[src/rtl/jtkunio_romarb_pkg.sv]
// Shared definitions for the two-requester ROM arbiter: FSM states and
// requester indices.
package jtkunio_romarb_pkg;

    typedef enum logic [1:0] {
        IDLE     = 2'd0,
        BUSY_SCR = 2'd1,
        BUSY_OBJ = 2'd2
    } arb_state_e;

    localparam logic REQ_SCR = 1'b0;
    localparam logic REQ_OBJ = 1'b1;

endpackage

[src/rtl/jtkunio_romarb_slot.sv]
// One-entry cache for a single requester: the tag/data/valid registers, the
// hit compare, the registered ok flag and the pending-miss indication.
module jtkunio_romarb_slot #(
    parameter int AW = 17,
    parameter int DW = 32
) (
    input  logic          clk,
    input  logic          rst,
    input  logic [AW-1:0] addr_i,
    input  logic          cs_i,
    input  logic          fill_i,
    input  logic [AW-1:0] fill_addr_i,
    input  logic [DW-1:0] fill_data_i,
    output logic [DW-1:0] data_o,
    output logic          ok_o,
    output logic          miss_o
);

    logic [AW-1:0] addr_q;
    logic [DW-1:0] data_q;
    logic          valid_q;
    logic          ok_q;
    logic          hit;
    logic          ok_d;

    assign hit    = valid_q && (addr_q == addr_i);
    assign miss_o = cs_i && !hit;

    // The fill bypass lets ok rise in the cycle right after the sdr_ok pulse,
    // while a requester that moved away or dropped cs never sees a false ok.
    assign ok_d = cs_i && (hit || (fill_i && (fill_addr_i == addr_i)));

    // NOTE: the data register is cleared on reset on purpose, so the data
    // output reads zero after reset instead of whatever was last fetched.
    always_ff @(posedge clk or posedge rst) begin
        if (rst) begin
            addr_q  <= '0;
            data_q  <= '0;
            valid_q <= 1'b0;
            ok_q    <= 1'b0;
        end else begin
            // NOTE: non-blocking assignments so every register samples
            // pre-edge values regardless of statement order.
            ok_q <= ok_d;
            if (fill_i) begin
                addr_q  <= fill_addr_i;
                data_q  <= fill_data_i;
                valid_q <= 1'b1;
            end
        end
    end

    assign data_o = data_q;
    assign ok_o   = ok_q;

endmodule

[src/rtl/jtkunio_romarb.sv]
// Round-robin arbiter sharing one downstream ROM port between the scroll and
// object requesters, each fronted by a one-entry cache.
module jtkunio_romarb
    import jtkunio_romarb_pkg::*;
#(
    parameter int AW = 17,
    parameter int DW = 32
) (
    input  logic          rst,
    input  logic          clk,
    input  logic [AW-1:0] scr_addr,
    input  logic          scr_cs,
    output logic [DW-1:0] scr_data,
    output logic          scr_ok,
    input  logic [AW-1:0] obj_addr,
    input  logic          obj_cs,
    output logic [DW-1:0] obj_data,
    output logic          obj_ok,
    output logic [AW-1:0] sdr_addr,
    output logic          sdr_cs,
    input  logic [DW-1:0] sdr_data,
    input  logic          sdr_ok
);

    arb_state_e    state_q;
    logic [AW-1:0] sdr_addr_q;
    logic          sdr_cs_q;
    logic          last_q;
    logic          scr_miss;
    logic          obj_miss;
    logic          scr_fill;
    logic          obj_fill;

    // sdr_ok only counts while a transfer is in flight.
    assign scr_fill = (state_q == BUSY_SCR) && sdr_ok;
    assign obj_fill = (state_q == BUSY_OBJ) && sdr_ok;

    jtkunio_romarb_slot #(.AW(AW), .DW(DW)) u_scr_slot (
        .clk         (clk),
        .rst         (rst),
        .addr_i      (scr_addr),
        .cs_i        (scr_cs),
        .fill_i      (scr_fill),
        .fill_addr_i (sdr_addr_q),
        .fill_data_i (sdr_data),
        .data_o      (scr_data),
        .ok_o        (scr_ok),
        .miss_o      (scr_miss)
    );

    jtkunio_romarb_slot #(.AW(AW), .DW(DW)) u_obj_slot (
        .clk         (clk),
        .rst         (rst),
        .addr_i      (obj_addr),
        .cs_i        (obj_cs),
        .fill_i      (obj_fill),
        .fill_addr_i (sdr_addr_q),
        .fill_data_i (sdr_data),
        .data_o      (obj_data),
        .ok_o        (obj_ok),
        .miss_o      (obj_miss)
    );

    always_ff @(posedge clk or posedge rst) begin
        if (rst) begin
            state_q    <= IDLE;
            sdr_cs_q   <= 1'b0;
            sdr_addr_q <= '0;
            last_q     <= REQ_OBJ;
        end else begin
            case (state_q)
                IDLE: begin
                    // Scroll wins unless obj also misses and scroll went last.
                    if (scr_miss && (!obj_miss || last_q == REQ_OBJ)) begin
                        sdr_addr_q <= scr_addr;
                        sdr_cs_q   <= 1'b1;
                        last_q     <= REQ_SCR;
                        state_q    <= BUSY_SCR;
                    end else if (obj_miss) begin
                        sdr_addr_q <= obj_addr;
                        sdr_cs_q   <= 1'b1;
                        last_q     <= REQ_OBJ;
                        state_q    <= BUSY_OBJ;
                    end
                end
                BUSY_SCR, BUSY_OBJ: begin
                    if (sdr_ok) begin
                        sdr_cs_q <= 1'b0;
                        state_q  <= IDLE;
                    end
                end
                default: begin
                    sdr_cs_q <= 1'b0;
                    state_q  <= IDLE;
                end
            endcase
        end
    end

    assign sdr_addr = sdr_addr_q;
    assign sdr_cs   = sdr_cs_q;

endmodule

[config.mk]
export PLATFORM = sky130hd
export DESIGN_NAME = jtkunio_romarb
export DESIGN_NICKNAME = d
export VERILOG_FILES = /design/src/rtl/jtkunio_romarb_pkg.sv /design/src/rtl/jtkunio_romarb_slot.sv /design/src/rtl/jtkunio_romarb.sv
export SDC_FILE = /design/constraint.sdc
export NUM_CORES = 1
export LEC_CHECK = 0
export ABC_CLOCK_PERIOD_IN_PS = 7990
export CORE_MARGIN = 2
export CORE_UTILIZATION = 46
export CTS_BUF_LIST = sky130_fd_sc_hd__clkbuf_2
export DETAILED_ROUTE_END_ITERATION = 8
export GPL_ROUTABILITY_DRIVEN = 0
export GPL_TIMING_DRIVEN = 0
export HOLD_SLACK_MARGIN = 0.15
export PLACE_DENSITY = 0.84
export SLEW_MARGIN = 20
export SYNTH_ARGS = -nofsm -noshare
export SYNTH_HDL_FRONTEND = slang
export SYNTH_SLANG_ARGS = --single-unit
[constraint.sdc]
create_clock -name clk -period 7.99 [get_ports clk]
set_input_delay 0.799 -clock clk [delete_from_list [all_inputs] [get_ports clk]]
set_output_delay 0.799 -clock clk [all_outputs]
set_load 0.1 [all_outputs]
==> results of run 1 <==
## synthesized netlist by cell type, types with 2 or more instances
cell,number,share of area [%]
dfrtp_1,122,53
mux2_2,98,19
xnor2_1,39,5.9
nand4_1,34,3.7
xor2_1,31,4.7
nor3_1,20,1.7
a31oi_1,17,1.8
o21ai_0,17,1.5
buf_1,10,0.65
nand2_1,10,0.65
nor4_1,7,0.75
buf_2,4,0.34
clkbuf_1,4,0.26
nor2b_1,4,0.43
ha_1,3,0.65
inv_1,3,0.19
nand2b_1,3,0.32
nand3_1,3,0.26
a21oi_1,2,0.17
buf_6,2,0.39
nor3_2,2,0.34
## area by class of cell
| cell class | count | area (µm²) | share of cell area (%) |
|---|---|---|---|
| Clock buffer | 20 | 100 | 1.28 |
| Tap cell | 172 | 215 | 2.74 |
| Sequential cell | 123 | 3080 | 39.2 |
| Clock inverter | 12 | 153 | 1.94 |
| Multi-Input combinational cell | 309 | 2620 | 33.3 |
| Buffer | 21 | 103 | 1.31 |
| Timing Repair Buffer | 155 | 1570 | 20.0 |
| Inverter | 3 | 16.3 | 0.207 |
## registers in the layout (all words and copies together) (netlist names)
signal,cells
u_obj_slot.data_o,32
u_scr_slot.addr_q,17
u_scr_slot.ok_o,1
sdr_addr,17
u_obj_slot.ok_o,1
u_scr_slot.valid_q,1
u_obj_slot.valid_q,1
sdr_cs,1
u_scr_slot.data_o,32
last_q,1
state_q,2
u_obj_slot.addr_q,17
## cells in the final DEF (no fill, tap or decap), drive strengths merged, types with 10 or more instances in the layout
cell type	n
a31oi	18
buf	18
clkbuf	24
clkdlybuf4s50	154
dfrtp	122
mux2	99
nand2	10
nand4	34
nor3	22
o21ai	19
xnor2	39
xor2	31
## cells by family after synthesis
kind of cell	Yosys count	synth area share, %
buffers and inverters	24	1.96
AO/OA/AOI/OAI	47	5.30
adder cells (fa/ha/maj)	3	0.646
AND/OR/NAND/NOR	90	9.26
multiplexers	99	19.3
flip-flops	123	53.0
XOR/XNOR	70	10.6
## how the worst max path moves through the flow
stage / cells after the start / endpoint
finish: 1 / sdr_addr[5]
global placement: 2 / u_obj_slot.addr_q[1]$_DFFE_PP0P_
floorplan: 1 / sdr_addr[0]$_DFFE_PP0P_
detailed placement: 7 / state_q[1]$_DFFE_PP0P_
global route: 1 / sdr_addr[10]
CTS: 1 / sdr_addr[13]
## layer usage
metal,vias to the layer above,wire (µm)
li1,2015,-
met1,2204,5950
met2,206,7620
met3,39,1400
met4,0,452
met5,-,0
## stage by stage
step	cells	util (%)	setup WS, ns	instance area, µm²
3_5_place_dp	783	60.9	4.89	7600
4_1_cts	815	63.0	4.69	7850
3_3_place_gp	782	60.7	2.41	7560
5_1_grt	815	63.0	4.64	7850
6_report	815	63.0	4.74	7850
2_1_floorplan	456	-	3.92	5810
==> flow_summary_export.csv, run 1 <==
group,metric,value,unit
synthesis,async_reset_ff_share,100,%
route,wl,15400,µm
route,drc,0,
clock_tree,clockBufferDepth,2,
synthesis,yosysUniqueCellTypes,42,
critical_path,worstReg2RegStart,"u_scr_slot.addr_q[7]$_DFFE_PP0P_",
die,num_rows,41,
finish,drive_gt1_share,22.7,%
sta,setup_viol,0,
finish,fin_nets,704,
critical_path,cp_cell_sequence,"clkdlybuf4s50_1",
critical_path,r2r-end,"sdr_addr[1]$_DFFE_PP0P_",
route,first_pass_iters,8,
synthesis,syn_inst,456,
critical_path,worstSetupPathType,"register to primary output",
die,start_util,46.6,%
clock_tree,cts_tree,"yes",
global_routing,grt_max_degree,72,
die,die_x,116,µm
sta,finalClockSkew,0.0180,ns
global_routing,met2_usage,39.3,%
sta,fmax,308,MHz
sta,rsz0062_at_grt,"false",
route,drt_iter0_drc,226,
critical_path,required,7.19,ns
worst_hold_path,min_path_type,"primary input to async pin",
critical_path,end_kind,"primary output",
sta,holdWs,0.480,ns
sta,fin_tns_setup,0,ns
clock_tree,hold_buffers,0,
place,place_hpwl,11700,µm
global_routing,met3_usage,8.72,%
critical_path,crit_start,"sdr_addr[5]$_DFFE_PP0P_",
global_routing,grt_antenna_before_repair,0,
clock_tree,htreeDepth,4,
synthesis,synthFlopType,"dfrtp_1",
place,numPortBuffers,154,
clock_tree,cts_setup_buffers,0,
synthesis,ys_seq_elements,123,
synthesis,synth_nets,530,
synthesis,synth_edf_count,0,
sta,slew_headroom,31.5,%
finish,syn2layout_area_growth,35.2,%
critical_path,crit_family,"buffers and inverters",
clock_tree,clockRootBuffer,"clkbuf_2",
clock_tree,insertion_delay,0.70,ns
synthesis,syn_avg_cell_area,12.7,µm²
global_routing,busiest_layer,"met2",
die,die_h,116,µm
critical_path,slowest_delay,1.21,ns
route,vias,4464,
die,num_io_pins,155,
synthesis,yosys_warnings,0,
finish,fill_cells,961,
sta,worstMarginPinSlew,1.02,ns
clock_tree,cts_buffers,17,
die,die_area,13500,µm²
sta,maxSlewViolCount,0,
flow_run,maxCapViolCount,0,
route,wl_per_cell,18.9,µm
route,vias_per_cell,5.48,
critical_path,path_buf_inv,1,
critical_path,r2r_setup_slack,5.72,ns
critical_path,startpoint_type,"register",
synthesis,synthesis.area,5810,µm²
die,core_area,12500,µm²
route,antenna_left,0,
sta,fin_crit,3.25,ns
global_routing,grt_usage,23.6,%
global_routing,grt_pass1_vias,4733,
critical_path,critPathMaxFanout,6,
clock_tree,cts.repair.resized,0,
finish,num_antenna_cells,0,
critical_path,rr_worst_depth,7,
global_routing,grt-ovfl-total,0,
sta,finalCritPeriodShare,40.7,%
clock_tree,cts_sinks,123,
global_routing,grt_pass1_wl,24000,µm
critical_path,critPathSlowestCell,"clkdlybuf4s50_1",
sta,hold_viol,0,
synthesis,ys_seq_area_share,53.0,%
clock_tree,clk_pin_slew_worst_paths,0.18,ns
critical_path,arrival,2.45,ns
global_routing,met1_usage,27.3,%
status,status,"finished clean",
Power of run 1 is left out: the tool's default activity adds up to more than one toggle a clock period on the data nets, which glitch-free logic cannot reach.
==> inputs of run 2 (changes only) <==
--- a/config.mk
+++ b/config.mk
@@ -5,7 +5,7 @@
 export SDC_FILE = /design/constraint.sdc
 export NUM_CORES = 1
 export LEC_CHECK = 0
-export ABC_CLOCK_PERIOD_IN_PS = 7990
+export ABC_CLOCK_PERIOD_IN_PS = 3100
 export CORE_MARGIN = 2
 export CORE_UTILIZATION = 46
 export CTS_BUF_LIST = sky130_fd_sc_hd__clkbuf_2
==> constraint.sdc (replaced) <==
create_clock -name clk -period 3.1 [get_ports clk]
set_input_delay 0.31 -clock clk [delete_from_list [all_inputs] [get_ports clk]]
set_output_delay 0.31 -clock clk [all_outputs]
set_load 0.1 [all_outputs]
==> run 2 against run 1 <==
Effect of this change: clock skew up 0.0071 ns; non-clock buffer count grew 4; critical path depth is the same; sequential share of layout area shrank 0.37 points; worst setup slack worse by 4.4 ns; clock-buffer cell count is 3 lower; global-route usage grew 0.078 points; critical endpoint is now sdr_addr[8]; via count increased by 0.58%.
==> flow_summary_export.csv, run 2 (synthesized netlist as in run 1, its figures left out) <==
group,metric,value,unit
clock_tree,cts_buffers,17,
die,num_io_pins,155,
finish,final_common_cell,"clkdlybuf4s50_1",
clock_tree,insertion_delay,0.69,ns
critical_path,end_kind,"primary output",
die,start_util,46.6,%
sta,fin_crit,2.76,ns
route,wl,15300,µm
critical_path,crit_family,"buffers and inverters",
flow_run,maxCapViolCount,0,
status,status,"finished clean",
route,first_pass_iters,7,
sta,finalClockSkew,0.0251,ns
global_routing,grt-ovfl-total,0,
critical_path,arrival,2.45,ns
finish,syn2layout_area_growth,36.4,%
route,drc,0,
critical_path,required,2.79,ns
sta,hold_viol,0,
critical_path,cp_cell_sequence,"clkdlybuf4s50_1",
clock_tree,htreeDepth,4,
route,vias,4490,
critical_path,path_buf_inv,1,
clock_tree,cts.repair.resized,0,
global_routing,grt_pass1_wl,24300,µm
finish,final_cell_mix,"clkdlybuf4s50_1, dfrtp_1, mux2_2, xnor2_1, nand4_1",
sta,slew_headroom,32.4,%
route,antenna_left,0,
critical_path,startpoint_type,"register",
finish,fill_cells,984,
critical_path,critPathMaxFanout,6,
global_routing,grt_max_degree,35,
global_routing,grt_pass1_vias,4726,
finish,drive_gt1_share,23.6,%
clock_tree,clk_pin_slew_worst_paths,0.19,ns
global_routing,grt_usage,23.6,%
place,place_hpwl,11600,µm
sta,maxSlewViolCount,0,
sta,finalCritPeriodShare,89.1,%
finish,fin_nets,708,
clock_tree,cts_setup_buffers,0,
route,drt_iter0_drc,288,
clock_tree,clockRootBuffer,"clkbuf_2",
die,num_rows,41,
sta,fin_tns_setup,0,ns
die,die_h,116,µm
sta,fmax,362,MHz
route,wl_per_cell,18.6,µm
finish,num_antenna_cells,0,
die,core_area,12500,µm²
critical_path,slowest_delay,1.20,ns
place,numPortBuffers,154,
worst_hold_path,min_path_type,"primary input to register",
sta,worstMarginPinSlew,1.01,ns
critical_path,critPathSlowestCell,"clkdlybuf4s50_1",
route,vias_per_cell,5.48,
clock_tree,cts_sinks,123,
critical_path,worstSetupPathType,"register to primary output",
sta,setup_viol,0,
clock_tree,cts_tree,"yes",
die,die_x,116,µm
die,die_area,13500,µm²
sta,rsz0062_at_grt,"false",
global_routing,grt_antenna_before_repair,0,
clock_tree,clockBufferDepth,2,
## run 2: changes by cell type in the layout (fill, tap and decap cells not counted), sizes merged
cell / delta
buf: +3
bufinv: -1
clkbuf: -3
clkinv: -1
clkinvlp: +4
dlygate4sd3: +1
inv: +1
## run 2: path summary, 6_finish.rpt
kind / start / to / slack [ns] / depth (start not counted)
max reg2reg: u_scr_slot.addr_q[2]$_DFFE_PP0P_ / sdr_addr[1]$_DFFE_PP0P_ / 0.84 / 7
min: sdr_data[4] / u_obj_slot.data_o[4]$_DFFE_PP0P_ / 0.25 / 2
min reg2reg: u_scr_slot.data_o[23]$_DFFE_PP0P_ / u_scr_slot.data_o[23]$_DFFE_PP0P_ / 0.53 / 1
min in group asynchronous: rst / u_obj_slot.data_o[12]$_DFFE_PP0P_ / 0.40 / 3
max in group asynchronous: rst / sdr_addr[2]$_DFFE_PP0P_ / 2.06 / 5
max: sdr_addr[8]$_DFFE_PP0P_ / sdr_addr[8] / 0.34 / 1
## run 2: area by class of cell
type                    count  area (µm²)  share of cell area, %
repair buffers            159        1640                   20.7
clock buffers              17        85.1                   1.07
multi-input cells         309        2620                   33.0
clock inverters            15         174                   2.19
inverters                   3        15.0                  0.189
well taps                 172         215                   2.72
flip-flops and latches    123        3080                   38.9
plain buffers              21         103                   1.29
## run 2: repair_timing
action	in CTS	in global routing
endpoints found under the setup margin	0	0
hold buffers	1	0
hold endpoints to repair	66	0
## run 2: layer usage
metal  wire length [µm]  track usage (%)
met5                  0                0
met4                449             11.0
met3               1410             8.61
met2               7480             37.9
met1               5920             28.5
## run 2: per-stage QoR
step	std cells	hold slack, ns	instance area (µm²)	util (%)	worst slack, ns
after floorplan	456	0.447	5810	-	1.13
after global placement	782	0.486	7570	60.7	0.258
after detailed placement	786	0.493	7660	61.4	0.526
after CTS	819	0.197	7930	63.6	0.302
after global routing	819	0.187	7930	63.6	0.230
final	819	0.254	7930	63.6	0.338
Power of run 2 is left out for the same reason.
